File: src/rtl/fpga_ram_bank_arbiter.sv
// ---------------------------------------------------------------------------
// fpga_ram_bank_arbiter
//
// Round-robin arbiter sharing one single-port block-RAM bank of the L2
// interleaved region among N_PORTS TCDM-style requesters. At most one access
// is granted per cycle. The granted port's payload is driven onto the bank
// pins, and a small (valid, owner) pipeline tracks the BRAM read latency so
// each response pulses rvalid_o for the port that issued it.
//
// Parameters:
//   N_PORTS     number of requesters (2..8)
//   ADDR_WIDTH  bank word-address width
//
// Ports:
//   clk_i, rst_i                 clock, asynchronous active-high reset
//   req_i / gnt_o                per-port request / one-hot-or-zero grant
//   addr_i, wen_i, be_i, wdata_i per-port payload (wen active-low)
//   rvalid_o, rdata_o            per-port response valid, broadcast read data
//   mem_csn_o, mem_wen_o,        bank chip select (active-low), write enable
//   mem_be_o, mem_addr_o,        (active-low), byte enables, address,
//   mem_wdata_o, mem_rdata_i     write data, read data
//
// Configuration macro:
//   FPGA_RAM_ARB_RDATA_REG_EN  BRAM output register enabled; bank data and
//                              rvalid_o arrive two cycles after the access
//                              instead of one.
// ---------------------------------------------------------------------------
module fpga_ram_bank_arbiter #(
    parameter int N_PORTS    = 2,
    parameter int ADDR_WIDTH = 12
) (
    input  logic                           clk_i,
    input  logic                           rst_i,
    input  logic [N_PORTS-1:0]             req_i,
    output logic [N_PORTS-1:0]             gnt_o,
    input  logic [N_PORTS*ADDR_WIDTH-1:0]  addr_i,
    input  logic [N_PORTS-1:0]             wen_i,
    input  logic [N_PORTS*4-1:0]           be_i,
    input  logic [N_PORTS*32-1:0]          wdata_i,
    output logic [N_PORTS-1:0]             rvalid_o,
    output logic [31:0]                    rdata_o,
    output logic                           mem_csn_o,
    output logic                           mem_wen_o,
    output logic [3:0]                     mem_be_o,
    output logic [ADDR_WIDTH-1:0]          mem_addr_o,
    output logic [31:0]                    mem_wdata_o,
    input  logic [31:0]                    mem_rdata_i
);

    localparam int RR_W = $clog2(N_PORTS);

    // (base + k) mod N_PORTS; base < N_PORTS and k <= N_PORTS, so a single
    // conditional subtract is enough.
    function automatic logic [RR_W-1:0] wrap_add(input logic [RR_W-1:0] base,
                                                 input int k);
        int s;
        s = int'(base) + k;
        if (s >= N_PORTS) begin
            s = s - N_PORTS;
        end
        return s[RR_W-1:0];
    endfunction

    logic [RR_W-1:0] rr_q;
    logic [RR_W-1:0] rr_d;
    logic            gnt_any;
    logic [RR_W-1:0] gnt_idx;
    logic [RR_W-1:0] cand;

    // ---- stage p0: arbitration and bank drive (same cycle as request) ----
    // Search starts at the round-robin pointer and wraps; the first asserted
    // request wins. Reset forces the grant off so the bank stays idle.
    always_comb begin
        gnt_any = 1'b0;
        gnt_idx = '0;
        cand    = '0;
        for (int k = 0; k < N_PORTS; k++) begin
            cand = wrap_add(rr_q, k);
            if (!gnt_any && req_i[cand]) begin
                gnt_any = 1'b1;
                gnt_idx = cand;
            end
        end
        if (rst_i) begin
            gnt_any = 1'b0;
            gnt_idx = '0;
        end
    end

    always_comb begin
        gnt_o = '0;
        if (gnt_any) begin
            gnt_o[gnt_idx] = 1'b1;
        end
    end

    // Byte enables pass through on reads as well; the bank wrapper masks
    // them with wen.
    always_comb begin
        mem_csn_o   = 1'b1;
        mem_wen_o   = 1'b1;
        mem_be_o    = '0;
        mem_addr_o  = '0;
        mem_wdata_o = '0;
        if (gnt_any) begin
            mem_csn_o   = 1'b0;
            mem_wen_o   = wen_i[gnt_idx];
            mem_be_o    = be_i[int'(gnt_idx)*4 +: 4];
            mem_addr_o  = addr_i[int'(gnt_idx)*ADDR_WIDTH +: ADDR_WIDTH];
            mem_wdata_o = wdata_i[int'(gnt_idx)*32 +: 32];
        end
    end

    // Pointer moves just past the winner; holds when nothing is granted.
    always_comb begin
        rr_d = rr_q;
        if (gnt_any) begin
            rr_d = wrap_add(gnt_idx, 1);
        end
    end

    // ---- stage p1: first response stage (bank access just completed) ----
    logic            rsp_vld_p1_q;
    logic            rsp_vld_p1_d;
    logic [RR_W-1:0] rsp_own_p1_q;
    logic [RR_W-1:0] rsp_own_p1_d;

    always_comb begin
        rsp_vld_p1_d = gnt_any;
        rsp_own_p1_d = gnt_idx;
    end

    always_ff @(posedge clk_i or posedge rst_i) begin
        if (rst_i) begin
            rr_q         <= '0;
            rsp_vld_p1_q <= 1'b0;
        end else begin
            rr_q         <= rr_d;
            rsp_vld_p1_q <= rsp_vld_p1_d;
        end
    end

    // Owner index is only meaningful alongside its valid, so it needs no reset.
    always_ff @(posedge clk_i) begin
        rsp_own_p1_q <= rsp_own_p1_d;
    end

    logic            rsp_vld_out;
    logic [RR_W-1:0] rsp_own_out;

`ifdef FPGA_RAM_ARB_RDATA_REG_EN
    // ---- stage p2: extra stage matching the BRAM output register ----
    logic            rsp_vld_p2_q;
    logic            rsp_vld_p2_d;
    logic [RR_W-1:0] rsp_own_p2_q;
    logic [RR_W-1:0] rsp_own_p2_d;

    always_comb begin
        rsp_vld_p2_d = rsp_vld_p1_q;
        rsp_own_p2_d = rsp_own_p1_q;
    end

    always_ff @(posedge clk_i or posedge rst_i) begin
        if (rst_i) begin
            rsp_vld_p2_q <= 1'b0;
        end else begin
            rsp_vld_p2_q <= rsp_vld_p2_d;
        end
    end

    always_ff @(posedge clk_i) begin
        rsp_own_p2_q <= rsp_own_p2_d;
    end

    assign rsp_vld_out = rsp_vld_p2_q;
    assign rsp_own_out = rsp_own_p2_q;
`else
    assign rsp_vld_out = rsp_vld_p1_q;
    assign rsp_own_out = rsp_own_p1_q;
`endif

    // ---- response output: steer the end-of-pipeline valid to its owner ----
    always_comb begin
        rvalid_o = '0;
        if (rsp_vld_out) begin
            rvalid_o[rsp_own_out] = 1'b1;
        end
    end

    // Bank data is already aligned with the end of the pipeline; it is only
    // forced to zero while reset is held.
    assign rdata_o = rst_i ? 32'h0 : mem_rdata_i;

endmodule

File: config.mk
export PLATFORM = sky130hd
export DESIGN_NAME = fpga_ram_bank_arbiter
export DESIGN_NICKNAME = d
export VERILOG_FILES = /design/src/rtl/fpga_ram_bank_arbiter.sv
export SDC_FILE = /design/constraint.sdc
export NUM_CORES = 1
export LEC_CHECK = 0
export CAP_MARGIN = 20
export CORE_AREA = 2 2 86 88
export CTS_CLUSTER_DIAMETER = 80
export CTS_CLUSTER_SIZE = 20
export DETAILED_ROUTE_END_ITERATION = 10
export DIE_AREA = 0 0 88 90
export GPL_TIMING_DRIVEN = 0
export PLACE_DENSITY = 0.79
export SKIP_LAST_GASP = 1
export SLEW_MARGIN = 10
export SYNTH_ARGS = -nofsm -noshare
export SYNTH_HDL_FRONTEND = slang
export SYNTH_SLANG_ARGS = --single-unit
export TNS_END_PERCENT = 30
File: constraint.sdc
create_clock -name clk_i -period 1.3 [get_ports clk_i]
set_input_delay 0.26 -clock clk_i [delete_from_list [all_inputs] [get_ports clk_i]]
set_output_delay 0.26 -clock clk_i [all_outputs]
set_load 0.02 [all_outputs]
[Yosys cells after proc, flatten, opt, wreduce, memory -nomap -nowiden]
Cells that the tools add are included.
Operators by class
  add/sub/neg operators: 5
  $mul: 1
  order comparisons: 9
  shift-type cells: 3
  mux-type cells: 27
  reductions and logical operators: 4
Operators by type and width (count)
  32-bit two-way mux: 2
  64-bit by 7-bit variable part select with 32-bit output: 1
  24-bit by 6-bit variable part select with 12-bit output: 1
  1-bit two-way mux: 19
  12-bit two-way mux: 1
  1-bit by 2-bit less-than comparator with 1-bit output (second input constant): 4
  8-bit by 4-bit variable part select with 4-bit output: 1
  1-bit by 1-bit adder with 2-bit output (second input constant): 2
  2-bit greater-or-equal comparator (second input constant): 2
  2-bit two-way mux: 2
  4-bit two-way mux: 1
  1-bit logical AND: 3
  1-bit by 2-bit multiplier with 3-bit output (second input constant): 1
  1-bit subtractor (second input constant): 3
  1-bit demux with 1-bit select: 2
  1-bit greater-or-equal comparator (second input constant): 2
  1-bit by 2-bit greater-or-equal comparator with 1-bit output (second input constant): 1
  1-bit logical NOT: 1
Word-level totals
  flip-flop bits (word level): 3
  output and inout port bits: 86
  word-level logic and storage cells: 52

[Longest topological paths before layout]
Gate-level depths: netlist (run 1).
  depth in word-level cells: 14
  depth in mapped cells: 4
  depth with buffers taken out: 2

[Worst setup path before layout (run 1)]
OpenSTA, ideal clock, no wires.
  path kind: register to output
  start: reg rr_q
  end: out mem_addr_o[0]
  arrival: 1.263 ns
  required time: 1.040 ns
  slack: -0.223 ns
  cell stages (with the launch flop): 5
  buffers on the path: 2
  cells stage by stage: dfrtp_1 > nor2b_1 > buf_6 > buf_6 > o32ai_1
On the way
  longest elaborated chain between the ends: 12
Ends and longest elaborated chain
  start: declaration: RTL line 64  | logic [RR_W-1:0] rr_q;
  start signal: assignment: RTL line 138  | rr_q <= rr_d;
  1-bit by 2-bit greater-or-equal comparator with 1-bit output / 1-bit subtractor (equally long branches): RTL line 58, 59
  1-bit two-way mux: RTL line 58  | if (s >= N_PORTS) begin
  1-bit two-way mux (implied by the code) (2 in a row): RTL line 79  | if (!gnt_any && req_i[cand]) begin
  1-bit two-way mux: RTL line 79
  1-bit logical NOT: RTL line 79
  1-bit logical AND: RTL line 79
  1-bit two-way mux: RTL line 79
  1-bit two-way mux: RTL line 84  | if (rst_i) begin
  1-bit by 2-bit multiplier with 3-bit output: RTL line 109  | mem_addr_o = addr_i[int'(gnt_idx)*ADDR_WIDTH +: ADDR_WIDTH];
  24-bit by 6-bit variable part select with 12-bit output: RTL line 109
  12-bit two-way mux *: RTL line 105  | if (gnt_any) begin
  end: declaration: RTL line 45  | output logic [ADDR_WIDTH-1:0] mem_addr_o,
Every way passes the cells marked *; elsewhere a longest branch is shown, timed or not. The select of a mux whose other input is x is not followed.

[Worst setup path after layout (run 1)]
  start: in mem_rdata_i[26]
  end: out rdata_o[26]
On the way
  longest elaborated chain between the ends: 1
Ends and longest elaborated chain
  start: declaration: RTL line 47  | input logic [31:0] mem_rdata_i
  32-bit two-way mux: RTL line 192  | assign rdata_o = rst_i ? 32'h0 : mem_rdata_i;
  end: declaration: RTL line 41  | output logic [31:0] rdata_o,
No other way between the ends.

==> summary.txt, run 1 <==
Place
  • Setup WS pre-CTS: -1.25 ns
  • RePlAce Congestion: 0.823
  • I/O Buffers: 218
  • Post-DP HPWL: 6990 um

CTS
  • Post-CTS Hold Buffers: 0
  • CTS root buf: clkbuf_8
  • Clk slew on worst S/H paths: 0.03 ns
  • CTS tree: built
  • CTS sink cnt: 3
  • Worst-Skew Late Latency: 0.22 ns
  • Total CTS buffers: 3
  • Longest Clk Path Bufs: 2
  • H-tree levels: 1

Floorplanning
  • FP Rows: 31
  • Initial Utilization: 23.7%
  • Boundary Pins: 220
  • Die ar.: 0.00792 mm^2
  • Die width: 88 um
  • Die height: 90 um
  • Core Box Area: 0.00702 mm^2

Worst setup path
  • FF-to-FF End: rr_q
  • Worst Reg-to-Reg Cells: 4
  • Crit path cell chain: clkdlybuf4s50_1, nor2b_1, clkdlybuf4s50_1
  • Req. time, crit path: 1.04 ns
  • Crit. Startpoint: mem_rdata_i[26]
  • CP Capture Type: primary output
  • Worst-path maximum fanout: 1
  • Worst path slowest cell: clkdlybuf4s50_1
  • Worst path top cell family by delay: buffers and inverters
  • CP Launch Type: input port
  • Max stage delay on crit path: 0.62 ns
  • Instance count on the critical path: 3
  • CP Data Arrival Time: 1.44 ns
  • Setup slack, reg-to-reg: 0.22 ns
  • Worst setup path class: input port to primary output
  • Most Frequent Cell on Critical Path: clkdlybuf4s50_1
  • Crit path to: rdata_o[26]
  • Crit path buf inv count: 2
  • Worst r2r src: rr_q

GRT
  • Antenna violations before repair: 0
  • First-pass GRT wire length: 13100 um
  • GR peak layer: met2
  • Grt met3 use: 5.42%
  • GR Overflow Total: 0
  • Global-route usage over all layers: 20.5%
  • Met2 GRT Util: 39.3%
  • GR met1 Demand/Resource: 21.1%
  • Vias in the first global route: 2725
  • Largest net degree at the start of global routing: 11

Logic synthesis
  • Syn_nets: 361
  • Sequential-to-total area share from yosys stat: 4.20%
  • Average size of a mapped cell: 7.34 um^2
  • Synth cell types: 20
  • Syn Inst Count: 227
  • Flops & latches, synth: 3
  • Ys Warns: 0
  • Mapped Area: 0.00167 mm^2

Outcome
  • Failing checks: setup timing
  • Status: finished with violations

Timing
  • Minimum clock period: 1.70 ns
  • Final hold slack: 0.106 ns
  • Clock Skews: 0.0000654 ns
  • Max-slew violations: 0
  • RSZ-0062 raised after global routing: yes
  • Setup TNS: -22.93 ns
  • Final setup viols: 81
  • Fin worst setup slack: -0.401 ns
  • Final Hold Fails: 0
  • Slew @ Worst Pin: 0.408 ns
  • Relative slew slack: 72.8%
  • Fmax: 588 MHz
  • Tcrit/Tclk final: 131%

Power
  • Clk network pwr share: 11.5%
  • Sw Pwr: 978 uW
  • Lkg Pwr: 1.76 nW
  • Internal: 1.41 mW
  • Seq pwr share: 4.7%
  • Power Total: 2.39 mW
  • Gate power share: 83.7%
  • Worst vdd ir: 0.232 mV
  • Power density over the cells: 512 mW/mm^2
  • Switching Fraction: 40.9%

Worst hold path
  • Worst Hold Class: input port to asynchronous set/reset pin

Finish
  • Area Overhead vs Synth: 180%
  • Share of cells above drive strength 1: 30.6%
  • Diodes inserted: 0
  • Nets: 586
  • Layout fillers: 622
  • Final core utilization: 66.5%

Drt
  • DRT Wirelength: 8550 um
  • TritonRoute pass-1 iters: 4
  • DR vias: 2587
  • Via density: 4.70
  • DRC Markers: 0
  • Routed len/inst: 15.5 um
  • Antenna violation net count after detailed routing: 0
  • DR iter-0 viols: 35

Flow run
  • Max_cap viols: 0
[layer usage]
layer | share of wire [%] | routed length [um]
met5 | 0 | 0
met4 | 1.6 | 134
met3 | 9.3 | 794
met2 | 53 | 4540
met1 | 36 | 3080
[state kept, by name, indices dropped and copies added, names as in the netlist]
name / cells
rr_q: 1
rsp_vld_out: 1
rsp_own_out: 1
[synth_stat cells]
library cell   n  area share, %
buf_6          8            5.4
inv_1          1           0.23
dfrtp_1        2            3.0
o32a_1         1           0.60
dfxtp_1        1            1.2
o32ai_1       38             20
or2_0          1           0.38
clkbuf_1      10            2.3
nor2_1         5            1.1
buf_2          9            2.7
or2_2          1           0.38
and2_1         1           0.38
nand2b_1      97             36
a22o_1         1           0.53
o21ai_0        1           0.30
o32ai_2       10            9.8
buf_4          4            1.8
nor2b_1       34             13
a21bo_2        1           0.60
inv_2          1           0.23
[how the worst min path moves through the flow]
stage / startpoint / end / slack, ns / cells past startpoint
detailed placement: rst_i / rsp_vld_out / 0.34 / 3
floorplan: rst_i / rr_q / 0.28 / 3
finish: rst_i / rr_q / 0.11 / 3
global placement: rst_i / rr_q / 0.33 / 3
CTS: rst_i / rr_q / 0.11 / 3
global route: rst_i / rsp_vld_out / 0.13 / 3
[power groups by stage]
stage,Combinational [mW],Sequential [mW],Clock (mW)
6_report,2.00,0.113,0.276
5_1_grt,2.12,0.115,0.294
4_1_cts,1.91,0.113,0.283
3_5_place_dp,1.85,0.112,0
3_3_place_gp,1.83,0.111,0
2_1_floorplan,0.981,0.110,0
[worst min-delay path: cells and delay by family]
family,cells,cell delay (ns)
buf+inv,3,0.40
[through the flow]
step	std cells	area, um^2
after global routing	550	4670
after floorplan	227	2110
after global placement	544	4420
after CTS	549	4500
after detailed placement	544	4420
final	550	4670
[timing repair]
| item | 4_1_cts | 5_1_grt |
|---|---|---|
| buffers inserted | 1 | 0 |
| gates resized for setup | 314 | 40 |
| pin swaps | 5 | 2 |
| gates cloned | 1 | 1 |
| setup endpoints to repair | 87 | 86 |
[layout make-up]
cell class / count / area, um^2 / share of cell area, %
flip-flops and latches: 3 / 70.1 / 1.50
well taps: 99 / 124 / 2.65
inverters: 2 / 7.51 / 0.161
multi-input cells: 191 / 1980 / 42.3
clock buffers: 4 / 45.0 / 0.965
plain buffers: 30 / 300 / 6.43
repair buffers: 221 / 2140 / 46.0
[logic make-up after synthesis]
group                  Yosys count  synth area share (%)
AO/OA/AOI/OAI                   52                  31.8
AND/OR/NAND/NOR                139                  51.4
buffers and inverters           33                  12.6
flip-flops                       3                  4.20
[cells in the final DEF, fill, tap and decap left out, drive strengths merged]
cell / netlist / final
o21ai: 1 / 1
nor2b: 34 / 34
dfxtp: 1 / 1
clkdlybuf4s50: 0 / 135
buf: 21 / 74
clkdlybuf4s15: 0 / 3
o32ai: 48 / 48
dlymetal6s2s: 0 / 1
a22o: 1 / 1
o32a: 1 / 1
or2: 2 / 2
clkbuf: 10 / 17
dlygate4sd2: 0 / 25
inv: 2 / 2
nand2b: 97 / 97
nor2: 5 / 5
a21bo: 1 / 1
and2: 1 / 1
dfrtp: 2 / 2
(Power assumes the default switching activity.)
==> run 2, diff against run 1 <==
CELL_PAD_IN_SITES_DETAIL_PLACEMENT = 1   (was unset)
CELL_PAD_IN_SITES_GLOBAL_PLACEMENT = 2   (was unset)
CORE_AREA = unset   (was 2 2 86 88)
CORE_ASPECT_RATIO = 1.1   (was unset)
CORE_MARGIN = 1.5   (was unset)
CORE_UTILIZATION = 11   (was unset)
DIE_AREA = unset   (was 0 0 88 90)
HOLD_SLACK_MARGIN = 0.12   (was unset)
PLACE_DENSITY = 0.84   (was 0.79)
SETUP_SLACK_MARGIN = 0.5   (was unset)
==> run 2 against run 1 <==
Critical path depth is 2 higher. The flow still finishes with violations (setup timing). Clock-buffer cell count stayed put. Die area is 100% higher. First-iteration DRC count is 11% lower.
==> summary.txt, run 2 (synthesis results as in run 1) <==
Outcome
  • Status: finished with violations
  • Failing checks: setup timing

Finish
  • Layout fillers: 1697
  • Nets: 592
  • Seq. cell area: 70.1 um^2
  • Finished Cell Area: 0.00522 mm^2
  • Share of cells above drive strength 1: 31.5%
  • Area Overhead vs Synth: 213%
  • Commonest non-fill, non-tap cells in the layout: 157 x clkdlybuf4s50_1, 97 x nand2b_1, 47 x o32ai_4
  • Post-Layout Cell Count: 653
  • Diodes inserted: 0
  • Commonest non-fill, non-tap cell in the layout: clkdlybuf4s50_1
  • Multi-input logic area: 0.00222 mm^2

Power
  • Lkg Pwr: 1.80 nW
  • Power density over the cells: 556 mW/mm^2
  • Worst vdd ir: 0.299 mV

Place
  • I/O Buffers: 218
  • Post-DP HPWL: 8630 um
  • Dpl cells: 641
  • RePlAce Congestion: 0.727
  • Post-DP Area: 0.00495 mm^2

CTS
  • Worst-Skew Late Latency: 0.23 ns
  • Post-CTS Hold Buffers: 0
  • Total CTS buffers: 3
  • CTS root buf: clkbuf_16
  • Longest Clk Path Bufs: 2
  • CTS sink cnt: 3
  • Clk slew on worst S/H paths: 0.03 ns
  • CTS tree: built
  • H-tree levels: 1

Timing
  • Relative slew slack: 73.9%
  • Tcrit/Tclk final: 133%
  • Final Hold Fails: 0
  • Slew @ Worst Pin: 0.392 ns
  • Setup TNS: -32.45 ns
  • Final setup viols: 84
  • Max-slew violations: 0
  • Fin worst setup slack: -0.427 ns
  • Final hold slack: 0.118 ns
  • Clock Skews: 0.0000904 ns
  • RSZ-0062 raised after global routing: yes
  • Minimum clock period: 1.73 ns
  • Fmax: 579 MHz

Floorplanning
  • Die ar.: 0.0159 mm^2
  • Core Box Area: 0.0149 mm^2
  • Die height: 132 um
  • FP Rows: 47
  • Die width: 120 um
  • Initial Utilization: 11.2%
  • Boundary Pins: 220

Worst setup path
  • Setup slack, reg-to-reg: 0.01 ns
  • Most Frequent Cell on Critical Path: buf_12
  • Max stage delay on crit path: 0.38 ns
  • Crit path cell chain: a21bo_2, buf_12, buf_12, o32a_1, buf_2
  • CP Launch Type: flop
  • CP Data Arrival Time: 1.47 ns
  • Worst setup path class: flop to primary output
  • FF-to-FF End: rr_q
  • Worst path slowest cell: dfrtp_1
  • Req. time, crit path: 1.04 ns
  • Worst Reg-to-Reg Cells: 6
  • Worst-path maximum fanout: 10
  • Worst r2r src: rr_q
  • CP Capture Type: primary output

GRT
  • Antenna violations before repair: 0
  • Largest net degree at the start of global routing: 11
  • GR Overflow Total: 0
  • Global-route usage over all layers: 13.1%
  • First-pass GRT wire length: 16700 um
  • Vias in the first global route: 3098

Drt
  • TritonRoute pass-1 iters: 3
  • Routed len/inst: 16.4 um
  • DR iter-0 viols: 31
  • DRT Wirelength: 10700 um
  • DR vias: 2658
  • Via density: 4.07
  • DRC Markers: 0
  • Antenna violation net count after detailed routing: 0

Worst hold path
  • Worst Hold Class: input port to asynchronous set/reset pin

Flow run
  • Max_cap viols: 0
[run 2: changes by cell type in the layout (fill, tap and decap cells not counted), sizes merged]
cell | before | now
buf | 74 | 82
clkbuf | 17 | 14
clkdlybuf4s15 | 3 | 2
clkdlybuf4s50 | 135 | 157
dlygate4sd2 | 25 | 4
dlymetal6s2s | 1 | 2
[run 2: final cells by class]
class                   count  area share [%]
repair buffers            226            42.7
multi-input cells         191            42.6
plain buffers              31            7.00
well taps                 196            4.70
clock buffers               4            1.51
flip-flops and latches      3            1.34
inverters                   2           0.192
[run 2: through the flow]
| stage | setup slack [ns] | power [mW] | util (%) |
|---|---|---|---|
| detailed placement | -1.40 | 2.25 | 33.1 |
| global placement | -1.36 | 2.23 | 33.1 |
| CTS | -0.445 | 2.94 | 34.6 |
| global route | -0.493 | 3.06 | 34.9 |
| finish | -0.427 | 2.90 | 34.9 |
| floorplan | -0.0418 | 1.33 | - |
[run 2: layer usage]
metal,global-route usage (%),wire length [um],vias to the layer above
li1,-,-,1264
met4,2.16,107,0
met3,3.42,882,9
met1,14.2,4010,1238
met5,0,0,-
met2,25.3,5680,147
[run 2: how the worst max path moves through the flow]
stage,startpoint,to
2_1_floorplan,rr_q,mem_wen_o
5_1_grt,rr_q,mem_wdata_o[27]
6_report,rr_q,mem_wen_o
3_3_place_gp,req_i[1],mem_wdata_o[16]
4_1_cts,rr_q,mem_wdata_o[22]
3_5_place_dp,req_i[1],mem_wdata_o[30]
[run 2: power by group]
part	switching (mW)	total, mW	internal (mW)
registers	0.00563	0.110	0.104
logic	1.05	2.30	1.25
clock network	0.0916	0.497	0.405
total	1.14	2.90	1.76
[run 2: critical path: cells and delay by family, from the launching register on]
family | cells | cell delay (ns)
buf+inv | 3 | 0.47
flops | 1 | 0.38
compound gates | 2 | 0.38
[run 2: timing repair]
item / 4_1_cts / 5_1_grt
gates cloned: 3 / 0
pin swaps: 10 / 0
buffers inserted: 5 / 0
endpoints found under the setup margin: 89 / 88
gates resized for setup: 292 / 28
